<file path="src/rtl/conv_core.sv">
// 3x3 convolution engine: loads an 18-word kernel+pixel frame, runs a 9-cycle
// signed MAC, then streams the sign-extended sum out as OUT_WORDS words, LSW first.
module conv_core #(
  parameter int DW        = 16,
  parameter int TAPS      = 9,
  parameter int OUT_WORDS = 4,
  parameter int ACC_W     = 2*DW+4
) (
  input  logic          CLKOUT,
  input  logic          rst_n,
  input  logic          clear,
  input  logic          in_valid,
  input  logic [DW-1:0] in_data,
  output logic          in_ready,
  output logic          out_valid,
  input  logic          out_ready,
  output logic [DW-1:0] out_data,
  output logic          busy,
  output logic          done,
  output logic [15:0]   frame_cnt
);

  localparam int IW = $clog2(2*TAPS);
  localparam int TW = (TAPS > 1) ? $clog2(TAPS) : 1;
  localparam int EW = (OUT_WORDS > 1) ? $clog2(OUT_WORDS) : 1;
  localparam int PW = 2*DW;
  localparam int RW = OUT_WORDS*DW;

  typedef enum logic [1:0] {LOAD, COMPUTE, EMIT} state_t;

  state_t                       state;
  logic [IW-1:0]                idx;
  logic [TW-1:0]                t;
  logic [EW-1:0]                e;
  logic signed [DW-1:0]         kern [TAPS];
  logic signed [DW-1:0]         pix  [TAPS];
  logic signed [ACC_W-1:0]      acc, res, acc_nxt;
  logic signed [PW-1:0]         prod;
  logic [OUT_WORDS-1:0][DW-1:0] res_words;
  logic [EW-1:0]                e_nxt;

  // Tap 0 always sits at index 0: registers shift in during LOAD and rotate
  // during COMPUTE, so the multiplier never needs a 9:1 operand mux.
  assign prod      = PW'(kern[0]) * PW'(pix[0]);
  assign acc_nxt   = acc + ACC_W'(prod);
  assign res_words = RW'(res);
  assign e_nxt     = e + 1'b1;

  always_ff @(posedge CLKOUT or negedge rst_n) begin
    if (!rst_n) begin
      state     <= LOAD;
      idx       <= '0;
      t         <= '0;
      e         <= '0;
      acc       <= '0;
      res       <= '0;
      in_ready  <= 1'b1;
      out_valid <= 1'b0;
      out_data  <= '0;
      busy      <= 1'b0;
      done      <= 1'b0;
      frame_cnt <= '0;
      for (int i = 0; i < TAPS; i++) begin
        kern[i] <= '0;
        pix[i]  <= '0;
      end
    end else begin
      done <= 1'b0;
      if (clear) begin
        state     <= LOAD;
        idx       <= '0;
        e         <= '0;
        out_valid <= 1'b0;
        in_ready  <= 1'b1;
        busy      <= 1'b0;
      end else begin
        case (state)
          LOAD: if (in_valid) begin
            if (idx < IW'(TAPS)) begin
              for (int i = 0; i < TAPS-1; i++) kern[i] <= kern[i+1];
              kern[TAPS-1] <= in_data;
            end else begin
              for (int i = 0; i < TAPS-1; i++) pix[i] <= pix[i+1];
              pix[TAPS-1] <= in_data;
            end
            if (idx == IW'(2*TAPS-1)) begin
              state    <= COMPUTE;
              acc      <= '0;
              t        <= '0;
              in_ready <= 1'b0;
              busy     <= 1'b1;
            end else begin
              idx <= idx + 1'b1;
            end
          end
          COMPUTE: begin
            acc <= acc_nxt;
            t   <= t + 1'b1;
            for (int i = 0; i < TAPS; i++) begin
              kern[i] <= kern[(i+1) % TAPS];
              pix[i]  <= pix[(i+1) % TAPS];
            end
            if (t == TW'(TAPS-1)) begin
              state     <= EMIT;
              res       <= acc_nxt;
              out_valid <= 1'b1;
              out_data  <= acc_nxt[DW-1:0];
              e         <= '0;
            end
          end
          EMIT: if (out_ready) begin
            if (e == EW'(OUT_WORDS-1)) begin
              state     <= LOAD;
              out_valid <= 1'b0;
              idx       <= '0;
              e         <= '0;
              done      <= 1'b1;
              frame_cnt <= frame_cnt + 16'd1;
              in_ready  <= 1'b1;
              busy      <= 1'b0;
            end else begin
              e        <= e_nxt;
              out_data <= res_words[e_nxt];
            end
          end
          default: state <= LOAD;
        endcase
      end
    end
  end

endmodule

</file>
<file path="config.mk">
export PLATFORM = sky130hd
export DESIGN_NAME = conv_core
export DESIGN_NICKNAME = d
export VERILOG_FILES = /design/src/rtl/conv_core.sv
export SDC_FILE = /design/constraint.sdc
export NUM_CORES = 1
export LEC_CHECK = 0
export ABC_AREA = 1
export CORE_ASPECT_RATIO = 1.2
export CORE_MARGIN = 5
export CORE_UTILIZATION = 64
export DETAILED_ROUTE_END_ITERATION = 7
export GPL_ROUTABILITY_DRIVEN = 0
export PLACE_DENSITY = 0.82
export SLEW_MARGIN = 5
export SYNTH_ARGS = -nofsm -noshare
export SYNTH_HDL_FRONTEND = slang
export SYNTH_SLANG_ARGS = --single-unit
export TNS_END_PERCENT = 20
</file>
<file path="constraint.sdc">
create_clock -name CLKOUT -period 6.4 [get_ports CLKOUT]
set_input_delay 0.64 -clock CLKOUT [delete_from_list [all_inputs] [get_ports CLKOUT]]
set_output_delay 0.64 -clock CLKOUT [all_outputs]
set_load 0.1 [all_outputs]
</file>
Yosys cells after proc, flatten, opt, wreduce, memory -nomap -nowiden
Index checks and enable logic that the tools add are counted.
Widths: inputs -> output; s select.
{"block": "word_totals", "out_inout_bits": 36, "ff_bits": 409, "word_cells": 128}
{"block": "classes", "multipliers": 1, "n_eq_ne": 18, "bitwise": 1, "n_reduce_logical": 16, "muxes": 55, "n_lt_le_gt_ge": 2, "addsub": 5}
{"op": "$mux 144", "count": 4}
{"op": "$pmux 144 s2", "count": 2}
{"op": "$mux 36", "count": 2}
{"op": "$pmux 36 s2", "count": 1}
{"op": "$mux 16", "count": 4}
{"op": "$add 36x32->36", "count": 1}
{"op": "$bmux 16 s2", "count": 1}
{"op": "$mul 16x16->32", "count": 1}
{"op": "$pmux 16 s2", "count": 1}
{"op": "$mux 5", "count": 5}
{"op": "$mux 2", "count": 10}
{"op": "$reduce_and 4->1", "count": 5}
{"op": "$reduce_and 5->1", "count": 4}
{"op": "$ne 3x3->1 const B", "count": 6}
{"op": "$add 16x1->16 const B", "count": 1}
{"op": "$mux 1", "count": 16}
{"op": "$ne 2x2->1 const B", "count": 7}
{"op": "$pmux 5 s2", "count": 1}
{"op": "$mux 4", "count": 2}
{"op": "$pmux 4 s2", "count": 1}
{"op": "$pmux 1 s2", "count": 3}
{"op": "$pmux 2 s3", "count": 1}
{"op": "$reduce_and 3->1", "count": 2}
{"op": "$reduce_bool 3->1", "count": 2}
{"op": "13 further kinds", "count": 15}

Longest topological paths before layout
Gate-level depths: netlist (run 1).
{"block": "logic_depth", "word_depth": 6, "ltp_mapped": 29}

Least setup slack after synthesis (run 1)
No wires, ideal clock.
{"block": "synth_path", "kind": "register -> register", "start": "register kern[143] (netlist bit)", "end": "register res[35]", "required_ps": 6283, "n_path_buf": 2, "setup_time_ps": 117, "arrival_time_ps": 5473, "setup_slack_ps": 810, "path_stages_with_launch": 22, "path_cell_list": "dfrtp_1 > buf_2 > clkbuf_1 > nand2_1 > fa_1 > fa_1 > fa_1 > inv_1 > fa_1 > inv_1 > fa_1 > fa_1 > inv_1 > ha_1 > nand2_1 > nor3_1 > and2_1 > nand2_1 > nand3_1 > nand2_1 > nand2_1 > nand2_1"}
{"block": "synth_between", "elab_chain_cells": 2}
{"element": "from (decl)", "line": "35", "rtl": "logic signed [DW-1:0] kern [TAPS];"}
{"element": "from (signal, indexed assignment)", "line": "81", "rtl": "kern[TAPS-1] <= in_data;"}
{"element": "from (signal, indexed assignment)", "line": "100", "rtl": "kern[i] <= kern[(i+1) % TAPS];"}
{"element": "$mul 16x16->32", "line": "44", "rtl": "assign prod = PW'(kern[0]) * PW'(pix[0]);"}
{"element": "$add 36x32->36", "line": "45", "rtl": "assign acc_nxt = acc + ACC_W'(prod);"}
{"element": "to (signal assigned)", "line": "105", "rtl": "res <= acc_nxt;"}
{"element": "to (decl)", "line": "37", "rtl": "logic signed [ACC_W-1:0] acc, res, acc_nxt;"}
No other way between the ends.
A chain may end at the register's enable or synchronous reset.

Final worst setup path (run 1)
{"block": "layout_path", "start": "register kern[138] (netlist bit)", "end": "register res[35]"}
The elaborated chain is that of the path after synthesis.

==> impl_metrics.csv, run 1 <==
group,metric,value,unit
run_status,status,"completed",
final_layout,n_antenna_cell,0,
clock_tree,cts_sinks,409,
route,route.detailed.wl_per_inst,15.9,microns
clock_tree,path_clk_slew,0.07,ns
setup_path,ff2ff_path_depth,23,
timing,finalMaxSlewViolations,0,
global_routing,met3_usage,0.0376,
setup_path,path_class,"register to register",
timing,hold_violations,0,
setup_path,cp.required,6.87,ns
yosys,synth_edf_count,0,
floorplan,fp.dieH,244,microns
clock_tree,tritoncts,"built",
yosys,muxShareOfSynthArea,0.000342,
yosys,ys_ff_latch,409,
yosys,synthAdderAreaFrac,0.265,
timing,fmax,0.162,GHz
yosys,async_reset_ff_frac,1.00,
clock_tree,cts_made_buffers,43,
timing,relSlewSlack,0.276,
route,drt_iter0_drc,1693,
global_routing,grt_overflow,0,
clock_tree,cts-root-buf,"clkbuf_16",
global_routing,grt_usage,0.279,
clock_tree,htree_levels,2,
floorplan,rows,85,
timing,whs,0.0400,ns
placed_design,dp_hpwl,49300,microns
yosys,synth_ff_type,"dfrtp_1",
final_layout,fin_cells,4220,
yosys,ys_seq_area_frac,0.350,
route,wirelength,67000,microns
timing,post-route-period-util,0.965,
setup_path,regToRegStartpoint,"kern[138]",
route,viasPerCell,5.28,
run,max_cap_violations,0,
global_routing,grtUsageMet2,0.465,
power,power.leakage,18.5,nW
timing,tns,0,ns
floorplan,fp.dieW,205,microns
timing,rsz0062_at_grt,"no",
placed_design,placedCellCount,4142,
power,irDropWorstVdd,0.400,mV
yosys,synth_top_family_by_area,"adder cells",
yosys,synth-simple-area-share,0.217,
placed_design,port_buffers,56,
floorplan,start_util,0.650,
setup_path,r2r_setup_slack,0.22,ns
global_routing,grt_max_degree,174,
final_layout,drive_above_1_share,0.0404,
global_routing,grt.met1_usage,0.366,
yosys,synth_compound_area_frac,0.0455,
final_layout,nNetsFinal,4030,
global_routing,grt_first_pass_wirelength,114000,microns
timing,period_needed,6.18,ns
timing,finalSetupViolCount,0,
global_routing,antenna_found_initial,0,
route,vias,22300,
setup_path,cpMostUsedCell,"nand2_1",
setup_path,slowest_stage,"dfrtp_1",
global_routing,globalRoute.busiestLayer,"met2",
timing,finClkSkew,0.0281,ns
hold_path,hp-class,"primary input to async pin",
setup_path,endpoint_kind,"register",
yosys,synth.avg_cell_area,8.13,sq um
floorplan,core,45000,sq um
yosys,syn_area,29200,sq um
setup_path,cp-start-kind,"register",
yosys,ys_types,45,
route,drc,0,
route,ant_nets,0,
setup_path,crit_fanout,11,
power,p_per_area,472,nW/um^2
yosys,syn_inst,3593,
setup_path,arrival,6.64,ns
floorplan,die_area,50100,sq um
setup_path,max_stage_delay,0.74,ns
yosys,yosysWarnings,0,
setup_path,critical_path.cell_chain,"buf_4 -> nand2_1 -> fa_1 -> inv_1 -> fa_1 -> fa_1 -> fa_1 -> fa_1 -> inv_1 -> fa_1 -> inv_1 -> ha_1 -> nand2_1 -> nor2_1 -> inv_1 -> nor2_1 -> nand2_1 -> nand2_1 -> nand2_1 -> nand3_1 -> nand2_1 -> nand2_1 -> nand2_1",
setup_path,regToRegEndpoint,"res[35]",
timing,max_slew.worst_pin.slew,1.09,ns
floorplan,ios,57,
final_layout,fill_cells,3431,
final_layout,area_growth,8.86,%
global_routing,grt_pass1_vias,23000,
clock_tree,cts_max_path_buffers,3,
yosys,synthXorXnorAreaFrac,0.00689,
yosys,syn-num-nets,4045,
route,drt_first_pass_iters,7,
clock_tree,insertion_delay,0.59,ns
==> what timing repair did <==
action,4_1_cts,5_1_grt
gates resized for setup,0,6
setup endpoints to repair,0,9
endpoints found under the hold margin,0,0
hold buffers,0,0
setup buffers,0,0
==> cell usage in the layout (no fill, tap or decap), types with 5 or more instances in the layout <==
master,instances
nand2_1,1376
inv_1,693
dfrtp_1,403
fa_1,314
o21ai_0,123
ha_1,117
nor2_1,96
nand3_1,81
o21ai_1,67
clkdlybuf4s50_1,55
a21oi_1,46
clkbuf_16,44
buf_4,39
xor2_1,13
nand3b_1,13
nand4_1,12
xnor2_1,10
bufinv_16,10
and2_1,8
clkinv_2,8
inv_2,7
nor3_1,7
clkbuf_8,7
dfrtp_2,5
==> final cells by class <==
cell class	count	area, sq um	share of cell area
inverters	703	2640	0.0831
flip-flops and latches	409	10200	0.322
clock inverters	24	403	0.0127
repair buffers	97	898	0.0282
clock buffers	54	1210	0.0380
multi-input cells	2324	15700	0.492
well taps	609	762	0.0239
==> flip-flops by register name, indices dropped and copies added, names as in the netlist, 2 cells and up <==
signal / cells
acc: 36
frame_cnt: 16
kern: 144
idx: 5
pix: 144
res: 36
state: 2
out_data: 16
t: 4
e: 2
==> worst max path at each step <==
stage               endpoint       from  slack [ns]
floorplan            res[35]  kern[143]        0.81
global placement     res[32]   pix[138]        0.29
detailed placement   acc[32]   pix[138]        0.15
CTS                  acc[32]   pix[138]         0.1
global route         acc[23]  kern[138]        0.03
finish               res[35]  kern[138]        0.22
==> worst max-delay path: cells and delay by family, from the launching register on <==
family / cells / cell delay (ns)
adder cells (fa/ha/maj): 7 / 3.37
AND/OR/NAND/NOR: 11 / 1.41
flip-flops: 1 / 0.74
buffers and inverters: 5 / 0.52
==> logic make-up (layout without fill, tap and decap cells) <==
kind of cell,after synthesis,in the layout
compound gates,255,255
simple gates,1614,1614
mux,1,1
fa+ha+maj,431,431
flops,409,409
buf+inv,860,878
xor+xnor,23,23
==> power by group <==
part	switching [mW]	internal, mW
clock	1.09	1.75
combinational	5.20	2.61
sequential	0.818	3.56
==> stage by stage <==
stage	setup slack, ns	area, sq um	power [mW]	utilization
after global routing	0.0318	31800	16.3	0.707
after CTS	0.0958	31800	15.0	0.707
after floorplan	0.810	29200	9.98	-
final	0.224	31800	15.0	0.707
after detailed placement	0.148	30200	12.1	0.671
after global placement	0.290	30200	11.8	0.671
==> cells in the mapped netlist, types with 3 or more instances <==
cell type / count / area share
and2_1: 8 / 0.0017
fa_1: 314 / 0.22
a21oi_1: 46 / 0.0079
nor2_2: 3 / 0.00064
a221oi_1: 3 / 0.00090
xor2_1: 13 / 0.0039
o22ai_1: 3 / 0.00064
nand4_1: 12 / 0.0026
buf_2: 55 / 0.0094
dfrtp_1: 408 / 0.35
xnor2_1: 10 / 0.0030
inv_1: 693 / 0.089
ha_1: 117 / 0.050
o21ai_1: 67 / 0.011
nand3b_1: 13 / 0.0033
buf_4: 12 / 0.0031
o211ai_1: 3 / 0.00077
nand3_1: 81 / 0.014
inv_2: 9 / 0.0012
nand2_1: 1377 / 0.18
and3_1: 3 / 0.00064
o22a_1: 3 / 0.00090
nor2_1: 96 / 0.012
clkbuf_1: 82 / 0.011
o21ai_0: 123 / 0.021
nor3_1: 8 / 0.0014
buf_1: 7 / 0.00090
==> metal layers <==
metal	up-vias	part of all wire
met4	0	0.050
met3	229	0.061
met2	752	0.49
met1	10800	0.40
li1	10500	-
met5	-	0
(Power assumes the default switching activity.)
==> run 2: changes to the inputs <==
Settings changed: SLEW_MARGIN 5 to 0.
==> results of run 2 <==
The final DEF is identical to that of run 1; final timing and power are the same.
==> run 3: changes to the inputs <==
Settings changed: CAP_MARGIN set to 20, CORE_UTILIZATION 64 to 65, PLACE_DENSITY 0.82 to 0.83.
Clock period 6.4 ns to 7.2 ns, I/O delays scaled along.
==> run 3 against run 2 <==
Sequential cell count stayed put; clock skew is 0.0052 ns lower; non-clock buffer count is 24 lower; sequential power is 7.3% lower; register-to-register slack better by 0.51 ns; design area is 1.3% lower; sequential share of layout area is 0.40 points higher; clock-buffer cell count is 2 higher; critical path depth is 4 lower; global-route usage is 0.25 points higher.
==> impl_metrics.csv, run 3 (synthesis results as in run 1) <==
group,metric,value,unit
timing,finalMaxSlewViolations,0,
run_status,status,"completed",
route,route.detailed.wl_per_inst,16.2,microns
placed_design,place_ws,0.848,ns
placed_design,dp_hpwl,49600,microns
route,drt_first_pass_iters,8,
run,max_cap_violations,0,
clock_tree,tritoncts,"built",
clock_tree,postCtsSetupRepairBufs,0,
timing,worst_slack,0.735,ns
final_layout,area_growth,7.46,%
clock_tree,cts-root-buf,"clkbuf_16",
global_routing,grt_max_degree,170,
power,power.leakage,18.3,nW
power,p_per_area,416,nW/um^2
clock_tree,htree_levels,2,
timing,finClkSkew,0.0229,ns
timing,finalSetupViolCount,0,
timing,max_slew.worst_pin.slew,1.05,ns
final_layout,mostFrequentLayoutCell,"nand2_1",
global_routing,grt_first_pass_wirelength,113000,microns
final_layout,final-seq-area,10200,sq um
clock_tree,cts_made_buffers,42,
route,viasPerCell,5.40,
clock_tree,path_clk_slew,0.07,ns
global_routing,grt_pass1_vias,22800,
placed_design,port_buffers,56,
clock_tree,cts_resized,0,
clock_tree,cts_max_path_buffers,3,
route,drt_iter0_drc,1943,
clock_tree,insertion_delay,0.59,ns
floorplan,fp.dieH,242,microns
floorplan,die_area,49300,sq um
global_routing,antenna_found_initial,0,
final_layout,fill_cells,3351,
final_layout,n_antenna_cell,0,
floorplan,rows,85,
setup_path,cp.required,7.69,ns
clock_tree,cts_sinks,409,
global_routing,grt_overflow,0,
final_layout,nNetsFinal,4005,
route,wirelength,67400,microns
setup_path,arrival,6.95,ns
timing,tns,0,ns
global_routing,grt_usage,0.282,
timing,post-route-period-util,0.898,
final_layout,reg.largest.list,"kern x144, pix x144",
power,irDropWorstVdd,0.310,mV
route,drc,0,
final_layout,multi_input_area,15700,sq um
setup_path,endpoint_kind,"register",
setup_path,path_class,"register to register",
hold_path,hp-class,"primary input to async pin",
timing,period_needed,6.47,ns
floorplan,ios,57,
floorplan,core,44700,sq um
setup_path,crit_fanout,17,
timing,fmax,0.155,GHz
timing,hold_violations,0,
timing,rsz0062_at_grt,"no",
final_layout,drive_above_1_share,0.0318,
route,ant_nets,0,
timing,relSlewSlack,0.297,
clock_tree,hold_buffers,0,
setup_path,cp-start-kind,"register",
route,vias,22400,
floorplan,start_util,0.654,
floorplan,fp.dieW,204,microns
final_layout,mostFrequentLayoutCells,"nand2_1 (1376), inv_1 (693), dfrtp_1 (408)",
-- run 3: final cells by class --
type	count	area share
multi-input cells	2324	0.498
flip-flops and latches	409	0.326
well taps	565	0.0225
clock buffers	56	0.0383
repair buffers	73	0.0227
clock inverters	21	0.00797
inverters	703	0.0842
-- run 3: where the power goes --
group	switching [mW]	internal (mW)	total (mW)	leakage [nW]
combinational	4.46	2.27	6.72	12.1
sequential	0.898	3.16	4.06	5.44
clock	0.974	1.30	2.27	0.711
total	6.33	6.73	13.1	18.3
-- run 3: worst max-delay path, stage by stage (launching register included) --
cell	delay, ns
dfrtp_1	0.84
nand2_1	0.22
fa_1	0.64
fa_1	0.62
fa_1	0.67
fa_1	0.57
inv_1	0.06
fa_1	0.55
inv_1	0.06
fa_1	0.49
inv_1	0.05
ha_1	0.38
nand2_1	0.17
nor3_1	0.45
and2_1	0.19
nand2_1	0.09
nand2_1	0.09
nand2_1	0.07
nand3_1	0.08
nand2_1	0.06
-- run 3: final timing paths --
check                         start     endpoint  slack (ns)  cells after the start
max                        pix[132]      acc[32]        0.73                     19
min                           rst_n  out_data[1]        0.17                      1
max reg2reg                pix[132]      acc[32]        0.73                     19
min reg2reg                 pix[50]      pix[66]        0.46                      2
max in group asynchronous     rst_n      pix[91]        5.49                      2
min in group CLKOUT         pix[50]      pix[66]        0.46                      2
-- run 3: layer usage --
| layer | GRT usage | vias to the layer above | part of all wire |
|---|---|---|---|
| met5 | 0 | - | 0 |
| met3 | 0.0442 | 245 | 0.069 |
| li1 | - | 10500 | - |
| met1 | 0.373 | 10800 | 0.39 |
| met4 | 0.124 | 0 | 0.053 |
| met2 | 0.465 | 876 | 0.49 |
-- run 3: metrics by stage --
step                      instance area [sq um]  instances  utilization  total power [mW]  hold slack, ns
after detailed placement                  29900       4073        0.670              10.7           0.453
after global routing                      31400       4151        0.703              14.2           0.247
final                                     31400       4151        0.703              13.1           0.166
after floorplan                           29200       3593            -              8.87           0.424
after CTS                                 31400       4150        0.703              13.0           0.203
after global placement                    29900       4073        0.670              10.4           0.449
